<file path="src/rtl/banco_registro_param_if.sv">
// -----------------------------------------------------------------------------
// banco_registro_param_if
// Bus bundle between the decode stage / ALU operand latches and the register
// bank.
//   master : drives write port, read addresses/enable and soft-clear request
//   slave  : the register bank; returns registered read data and clear status
// Signals:
//   wr_en, wr_addr, wr_data        write port
//   rd_en, rd_a_addr, rd_b_addr    read request (both ports update on rd_en)
//   rd_a_data, rd_b_data           registered read data
//   clr_req                        soft-clear request
//   clr_busy, clr_done             soft-clear status (busy level, done pulse)
// -----------------------------------------------------------------------------
interface banco_registro_param_if #(
   parameter int DATA_W = 16,
   parameter int ADDR_W = 3
);
   logic              wr_en;
   logic [ADDR_W-1:0] wr_addr;
   logic [DATA_W-1:0] wr_data;
   logic              rd_en;
   logic [ADDR_W-1:0] rd_a_addr;
   logic [ADDR_W-1:0] rd_b_addr;
   logic [DATA_W-1:0] rd_a_data;
   logic [DATA_W-1:0] rd_b_data;
   logic              clr_req;
   logic              clr_busy;
   logic              clr_done;

   modport master (
      output wr_en, wr_addr, wr_data,
      output rd_en, rd_a_addr, rd_b_addr,
      output clr_req,
      input  rd_a_data, rd_b_data,
      input  clr_busy, clr_done
   );

   modport slave (
      input  wr_en, wr_addr, wr_data,
      input  rd_en, rd_a_addr, rd_b_addr,
      input  clr_req,
      output rd_a_data, rd_b_data,
      output clr_busy, clr_done
   );
endinterface

</file>
<file path="src/rtl/banco_registro_param.sv">
// -----------------------------------------------------------------------------
// banco_registro_param
// Parametrised register bank: NUM_REGS words of DATA_W bits, one write port,
// two independent registered read ports, optional write-to-read bypass,
// optional hardwired-zero register 0 and a sequenced soft-clear engine that
// wipes one word per cycle.
// Ports:
//   clock  system clock, rising edge
//   reset  asynchronous active-low reset
//   bus    banco_registro_param_if.slave (write/read/clear signals)
//
// Soft-clear FSM:
//   state    | meaning
//   ---------+------------------------------------------------------------
//   ST_IDLE  | normal operation, writes accepted, clr_req sampled
//   ST_CLEAR | one word zeroed per edge at clr_idx_q, writes dropped
//   ST_DONE  | single cycle, clr_done high, writes dropped, then ST_IDLE
// -----------------------------------------------------------------------------
module banco_registro_param #(
   parameter int DATA_W   = 16,
   parameter int ADDR_W   = 3,
   parameter int NUM_REGS = 8,
   parameter int ZERO_R0  = 0,
   parameter int BYPASS   = 1
) (
   input logic                   clock,
   input logic                   reset,
   banco_registro_param_if.slave bus
);

   localparam logic [ADDR_W:0]   NUM_REGS_X = (ADDR_W+1)'(NUM_REGS);
   localparam logic [ADDR_W-1:0] LAST_IDX   = ADDR_W'(NUM_REGS - 1);

   typedef enum logic [1:0] {
      ST_IDLE  = 2'd0,
      ST_CLEAR = 2'd1,
      ST_DONE  = 2'd2
   } state_t;

   state_t            state_q, state_d;
   logic [ADDR_W-1:0] clr_idx_q, clr_idx_d;
   logic              clr_busy_q, clr_busy_d;
   logic              clr_done_q, clr_done_d;
   logic [DATA_W-1:0] rd_a_q, rd_a_d;
   logic [DATA_W-1:0] rd_b_q, rd_b_d;
   logic [DATA_W-1:0] mem_q [NUM_REGS];
   logic [DATA_W-1:0] mem_d [NUM_REGS];
   logic              wr_ok;

   // An address names a real, writable/readable word: in range and not the
   // hardwired-zero register.
   function automatic logic addr_valid(input logic [ADDR_W-1:0] addr);
      logic in_range;
      logic is_r0;
      in_range = ({1'b0, addr} < NUM_REGS_X);
      is_r0    = (ZERO_R0 != 0) && (addr == '0);
      return in_range && !is_r0;
   endfunction

   // Writes only land while idle; the clear engine owns the array otherwise.
   assign wr_ok = bus.wr_en && (state_q == ST_IDLE) && addr_valid(bus.wr_addr);

   always_comb begin
      state_d    = state_q;
      clr_idx_d  = clr_idx_q;
      clr_busy_d = 1'b0;
      clr_done_d = 1'b0;
      mem_d      = mem_q;
      rd_a_d     = rd_a_q;
      rd_b_d     = rd_b_q;

      for (int i = 0; i < NUM_REGS; i++) begin
         if (wr_ok && (bus.wr_addr == ADDR_W'(i))) begin
            mem_d[i] = bus.wr_data;
         end
      end

      case (state_q)
         ST_IDLE: begin
            // A write accepted on this same edge is still taken; the clear
            // then wipes it later, since every index is visited.
            if (bus.clr_req) begin
               state_d    = ST_CLEAR;
               clr_idx_d  = '0;
               clr_busy_d = 1'b1;
            end
         end
         ST_CLEAR: begin
            for (int i = 0; i < NUM_REGS; i++) begin
               if (clr_idx_q == ADDR_W'(i)) begin
                  mem_d[i] = '0;
               end
            end
            if (clr_idx_q == LAST_IDX) begin
               state_d    = ST_DONE;
               clr_done_d = 1'b1;
            end else begin
               clr_idx_d  = clr_idx_q + 1'b1;
               clr_busy_d = 1'b1;
            end
         end
         ST_DONE: begin
            state_d = ST_IDLE;
         end
         default: begin
            state_d = ST_IDLE;
         end
      endcase

      // Read ports sample the pre-edge array; the bypass substitutes the
      // incoming write data so the result looks write-first.
      if (bus.rd_en) begin
         rd_a_d = '0;
         if (addr_valid(bus.rd_a_addr)) begin
            for (int i = 0; i < NUM_REGS; i++) begin
               if (bus.rd_a_addr == ADDR_W'(i)) begin
                  rd_a_d = mem_q[i];
               end
            end
            if ((BYPASS != 0) && wr_ok && (bus.rd_a_addr == bus.wr_addr)) begin
               rd_a_d = bus.wr_data;
            end
         end

         rd_b_d = '0;
         if (addr_valid(bus.rd_b_addr)) begin
            for (int i = 0; i < NUM_REGS; i++) begin
               if (bus.rd_b_addr == ADDR_W'(i)) begin
                  rd_b_d = mem_q[i];
               end
            end
            if ((BYPASS != 0) && wr_ok && (bus.rd_b_addr == bus.wr_addr)) begin
               rd_b_d = bus.wr_data;
            end
         end
      end
   end

   always_ff @(posedge clock or negedge reset) begin
      if (!reset) begin
         state_q    <= ST_IDLE;
         clr_idx_q  <= '0;
         clr_busy_q <= 1'b0;
         clr_done_q <= 1'b0;
         rd_a_q     <= '0;
         rd_b_q     <= '0;
         for (int i = 0; i < NUM_REGS; i++) begin
            mem_q[i] <= '0;
         end
      end else begin
         state_q    <= state_d;
         clr_idx_q  <= clr_idx_d;
         clr_busy_q <= clr_busy_d;
         clr_done_q <= clr_done_d;
         rd_a_q     <= rd_a_d;
         rd_b_q     <= rd_b_d;
         mem_q      <= mem_d;
      end
   end

   assign bus.rd_a_data = rd_a_q;
   assign bus.rd_b_data = rd_b_q;
   assign bus.clr_busy  = clr_busy_q;
   assign bus.clr_done  = clr_done_q;

endmodule

</file>
<file path="src/flat_wrapper.sv">
// flat-port wrapper written by rule: the top's interface ports become plain ports
module banco_registro_param_flat 
#(
   parameter int DATA_W   = 16,
   parameter int ADDR_W   = 3,
   parameter int NUM_REGS = 8,
   parameter int ZERO_R0  = 0,
   parameter int BYPASS   = 1
)
  (clock, reset, bus_wr_en, bus_wr_addr, bus_wr_data, bus_rd_en, bus_rd_a_addr, bus_rd_b_addr, bus_clr_req, bus_rd_a_data, bus_rd_b_data, bus_clr_busy, bus_clr_done);
  banco_registro_param_if #(.DATA_W(DATA_W), .ADDR_W(ADDR_W)) bus_i ();
  input logic clock;
  input logic reset;
  input wire logic [$bits(bus_i.wr_en)-1:0] bus_wr_en;
  input wire logic [$bits(bus_i.wr_addr)-1:0] bus_wr_addr;
  input wire logic [$bits(bus_i.wr_data)-1:0] bus_wr_data;
  input wire logic [$bits(bus_i.rd_en)-1:0] bus_rd_en;
  input wire logic [$bits(bus_i.rd_a_addr)-1:0] bus_rd_a_addr;
  input wire logic [$bits(bus_i.rd_b_addr)-1:0] bus_rd_b_addr;
  input wire logic [$bits(bus_i.clr_req)-1:0] bus_clr_req;
  output wire logic [$bits(bus_i.rd_a_data)-1:0] bus_rd_a_data;
  output wire logic [$bits(bus_i.rd_b_data)-1:0] bus_rd_b_data;
  output wire logic [$bits(bus_i.clr_busy)-1:0] bus_clr_busy;
  output wire logic [$bits(bus_i.clr_done)-1:0] bus_clr_done;
  assign bus_i.wr_en = bus_wr_en;
  assign bus_i.wr_addr = bus_wr_addr;
  assign bus_i.wr_data = bus_wr_data;
  assign bus_i.rd_en = bus_rd_en;
  assign bus_i.rd_a_addr = bus_rd_a_addr;
  assign bus_i.rd_b_addr = bus_rd_b_addr;
  assign bus_i.clr_req = bus_clr_req;
  assign bus_rd_a_data = bus_i.rd_a_data;
  assign bus_rd_b_data = bus_i.rd_b_data;
  assign bus_clr_busy = bus_i.clr_busy;
  assign bus_clr_done = bus_i.clr_done;
  banco_registro_param #(.DATA_W(DATA_W), .ADDR_W(ADDR_W), .NUM_REGS(NUM_REGS), .ZERO_R0(ZERO_R0), .BYPASS(BYPASS)) u_core (.clock(clock), .reset(reset), .bus(bus_i));
endmodule
</file>
<file path="config.mk">
export PLATFORM = sky130hd
export DESIGN_NAME = banco_registro_param_flat
export DESIGN_NICKNAME = d
export VERILOG_FILES = /design/src/rtl/banco_registro_param_if.sv /design/src/rtl/banco_registro_param.sv /design/src/flat_wrapper.sv
export SDC_FILE = /design/constraint.sdc
export NUM_CORES = 1
export LEC_CHECK = 0
export CAP_MARGIN = 20
export CORE_MARGIN = 2
export CORE_UTILIZATION = 46
export DETAILED_ROUTE_END_ITERATION = 7
export DONT_BUFFER_PORTS = 1
export SKIP_CTS_REPAIR_TIMING = 1
export SLEW_MARGIN = 0
export SYNTH_ARGS = -nofsm -noshare
export SYNTH_HDL_FRONTEND = slang
export SYNTH_SLANG_ARGS = --single-unit
</file>
<file path="constraint.sdc">
create_clock -name clock -period 1.65 [get_ports clock]
set_input_delay 0.165 -clock clock [delete_from_list [all_inputs] [get_ports clock]]
set_output_delay 0.165 -clock clock [all_outputs]
set_load 0.01 [all_outputs]
</file>
# --- Word level (Yosys, flattened, before mapping) ---
# Cells that the tools add are included.
op_classes:
  n_addsub: 1
  eq_ne: 34
  muxes: 46
  n_reduce_logical: 19
ops:
  columns: ["op", "n"]
  rows:
  - ["$mux W16", 34]
  - ["$mux W128", 1]
  - ["$eq A3 B3 Y1 const B", 16]
  - ["$eq A3 B2 Y1 const B", 8]
  - ["$eq A3 B1 Y1 const B", 4]
  - ["$logic_not A3 Y1", 4]
  - ["$logic_and A1 B1 Y1", 11]
  - ["$eq A3 B3 Y1", 2]
  - ["$mux W3", 2]
  - ["$pmux W3 S2", 1]
  - ["$mux W1", 4]
  - ["$mux W2", 2]
  - ["$ne A2 B2 Y1 const B", 2]
  - ["$pmux W2 S2", 1]
  - ["$add A3 B1 Y3 const B", 1]
  - ["$reduce_and A3 Y1", 1]
  - ["$eq A2 B1 Y1 const B", 1]
  - ["$logic_not A2 Y1", 1]
  - ["$ne A2 B1 Y1 const B", 1]
  - ["$pmux W1 S2", 1]
  - ["$reduce_and A2 Y1", 1]
  - ["$reduce_bool A2 Y1", 1]
totals:
  ff_bits: 167
  in_bits: 30
  output_inout_bits: 34
  word_cells: 114

# --- Longest topological paths before layout ---
depth:
  ltp_word: 10
  mapped_depth: 8
  ltp_nobuf: 7

# --- Least setup slack after synthesis ---
# No wires, ideal clock.
synth_path:
  path_kind: "reg-to-reg"
  startpoint: "register u_core.state_q[0]"
  endpoint: "register u_core.mem_q[39] (netlist name)"
  setup_time_ns: 0.132
  t_arrival_ns: 1.638
  required_time_ns: 1.518
  setup_slack_ns: -0.119
  stages_incl_launch_ff: 9
  n_path_buf: 3
  period_less_slack_ns: 1.769
  path_cell_list: "dfrtp_1 nor3b_4 and2b_1 buf_4 and3_1 buf_6 buf_8 mux2i_1 nor2_1"
synth_lines:
  columns: ["element", "line", "text"]
  rows:
  - ["from (decl)", "banco_registro_param.sv:40", "state_t state_q, state_d;"]
  - ["from (signal assigned)", "banco_registro_param.sv:151", "state_q <= state_d;"]
  - ["to (signal assigned)", "banco_registro_param.sv:157", "mem_q <= mem_d;"]
  - ["to (decl)", "banco_registro_param.sv:46", "logic [DATA_W-1:0] mem_q [NUM_REGS];"]

==> flow_metrics.py <==
metrics = {
    "routing": {
        "drt_iter0_drc": 792,
        "wl_microns": 31700,
        "vias_per_cell": 6.13,
        "wl_per_cell_microns": 22.8,
        "drc": 0,
        "ant_nets": 0,
        "via_count": 8524,
        "drt-pass1-iter-count": 6,
    },
    "yosys": {
        "synth_cell_type_count": 49,
        "syn_inst": 1133,
        "synth_top_area_cell": "dfrtp_1",
        "synthFlopType": "dfrtp_1",
        "synth_top_area_share_pct": 43.3,
        "synth_area_leaders": "dfrtp_1 (43%), nand2_1 (9.1%), a21oi_1 (7.2%), mux2i_1 (6.2%), mux2_2 (4.0%)",
        "synth_seq_cells": 167,
        "synthArstFlopShare_pct": 100,
        "syn_area_per_cell_sq_um": 8.52,
        "post-synth-top-count-cell": "nand2_1",
        "syn_nets": 1169,
        "synth_edf_count": 0,
        "synthesis.area_sq_mm": 0.00965,
        "ys_top_cells_by_count": "nand2_1 (233), dfrtp_1 (167), a21oi_1 (139)",
        "seq_area_frac_synth_pct": 43.3,
        "ys_warn_count": 0,
    },
    "sta": {
        "finalSetupViolCount": 0,
        "fmax_ghz": 0.614,
        "worst_pin_slew_ns": 0.564,
        "whs_ns": -0.570,
        "finalHoldViolCount": 262,
        "grt_setup_unrepaired": "true",
        "finalClockSkew_ns": 0.0166,
        "final.period_utilization_pct": 98.7,
        "drv_slew": 0,
        "fin_crit_ns": 1.63,
        "maxSlewHeadroom_pct": 62.3,
    },
    "setup_path": {
        "reg2regPathDepth": 6,
        "cp_max_fo": 8,
        "r2r_start": "u_core.state_q[0]",
        "critPathKind": "register to register",
        "worstPathRequired_ns": 1.97,
        "ff2ff_setup_slack_ns": 0.02,
        "endpoint": "u_core.mem_q[42]",
        "cp-end-kind": "register",
        "slowest_stage": "dfrtp_1",
        "worst_setup_path_start_kind": "register",
        "crit_start": "u_core.state_q[0]",
        "critPathMaxStageDelay_ns": 0.41,
        "r2r-end": "u_core.mem_q[42]",
        "crit_chain": "nor3b_4 > and2b_1 > and3_4 > clkbuf_16 > mux2i_1 > nor2_1",
        "worstPathArrival_ns": 1.95,
    },
    "run_status": {
        "status": "complete, but fails checks",
        "violations": "negative hold slack",
    },
    "placed_design": {
        "gp_congestion": 0.901,
        "placement.io_buffers": 0,
        "place_area_sq_mm": 0.0100,
        "dpl.hpwl_microns": 20200,
        "dp.cells": 1346,
    },
    "die": {
        "coreArea_sq_mm": 0.0204,
        "rows": 52,
        "die_w_microns": 149,
        "ios": 64,
        "start_util_pct": 47.3,
        "die_y_microns": 149,
        "die_area_sq_mm": 0.0222,
    },
    "global_route": {
        "grt_start_max_net_pins": 168,
        "grt_usage_pct": 28.5,
        "grt_pass1_vias": 8174,
        "antenna_found_initial": 1,
        "overflow": 0,
        "grt_pass1_wl_microns": 48000,
    },
    "clocking": {
        "clkLatencyLatePin_ns": 0.44,
        "cts_tree": "built",
        "cts-root-buf": "clkbuf_16",
        "htree_levels": 4,
        "path_clk_slew_ns": 0.07,
        "clock_sinks": 167,
        "cts_inserted_buffers": 17,
        "cts.path.max_buffers": 2,
    },
    "finish": {
        "layoutNonFillerInstCount": 1391,
        "utilization_pct": 53.3,
        "fin_nets": 1143,
        "final_cell_area_sq_mm": 0.0109,
        "drive_above_1_share_pct": 13.6,
        "syn2layout_area_growth_pct": 12.8,
    },
    "worst_hold_path": {
        "hold_class": "primary input to async pin",
    },
    "job": {
        "drv_cap": 0,
    },
    "pwr": {
        "vdd_drop_max_v": 0.000718,
        "cellLeakagePower_nw": 4.61,
        "total_power_w": 0.0150,
        "power.density_mw_per_mm2": 1370,
    },
}
-- metrics by stage --
step,setup slack (ns),TNS [ns]
after floorplan,-0.0997,-0.997
after global placement,0.0210,0
after detailed placement,0.00108,0
after CTS,-0.0257,-0.227
after global routing,-0.0542,-1.53
final,0.0214,0
-- power by group --
part / leakage [nW] / total [W] / internal, W / switching (W)
Sequential: 2.27 / 0.00642 / 0.00530 / 0.00112
Clock: 0.303 / 0.00440 / 0.00259 / 0.00181
Combinational: 2.04 / 0.00414 / 0.00196 / 0.00218
Total: 4.61 / 0.0150 / 0.00985 / 0.00511
-- logic make-up (layout without fill, tap and decap cells) --
family                     count (synthesis)  in the layout  share of synthesized area, %
AOI/OAI and AO/OA                        311            311                          19.3
DFF                                      167            167                          43.3
xor gates and xnor gates                   6              6                         0.544
buffers and inverters                    152            139                          6.88
and+or+nand+nor                          392            392                          17.9
muxes                                     99             99                          11.4
adders and majority gates                  6              6                         0.778
other                                      0              1                             0
-- layout by cell type, fill, tap and decap left out, types with 6 or more instances in the layout --
cell type      count
clkbuf_16         18
o2111a_1          12
o22ai_1           38
nand3_1           39
inv_1             37
o221ai_1           7
o21ai_0           64
buf_4             45
o211ai_1          16
xnor2_1            6
and3_1            10
mux2i_1           60
dfrtp_1          166
buf_12             9
buf_6              6
nand2b_1           8
dlygate4sd3_1      8
a21oi_1          138
nand2_1          233
nor2_1            56
nor2b_1            8
mux2_2            34
-- layer usage --
metal	global-route usage, %	share of wire [%]
met1	37.6	42
met2	46.8	48
met3	5.44	6.9
met4	11.1	3.4
met5	0	0
-- sequential cells by signal (all words and copies together) (netlist names) --
name and count:
u_core.bus.rd_b_data 16, u_core.mem_q 128, u_core.bus.clr_busy 1, u_core.clr_idx_q 3, u_core.bus.clr_done 1, u_core.state_q 2
u_core.bus.rd_a_data 16
-- worst min path at each step --
stage,endpoint
detailed placement,u_core.mem_q[70]
floorplan,u_core.bus.clr_busy
global placement,u_core.mem_q[70]
CTS,u_core.mem_q[70]
finish,u_core.mem_q[92]
global route,u_core.mem_q[76]
-- worst max-delay path, delay by kind of cell (launching register included) --
family                 cells  cell delay [ns]
muxes                      1             0.19
DFF                        1             0.41
and+or+nand+nor            4             0.71
buffers and inverters      1             0.19
-- cell type report --
class	count	area (sq um)
diodes	1	2.50
clock buffers	18	439
clock inverters	14	196
fillers	1892	9540
inverters	37	139
multi-input cells	814	4870
flip-flops and latches	167	4180
well taps	270	338
repair buffers	70	718
Note: power is estimated with default switching activity, not from simulation.
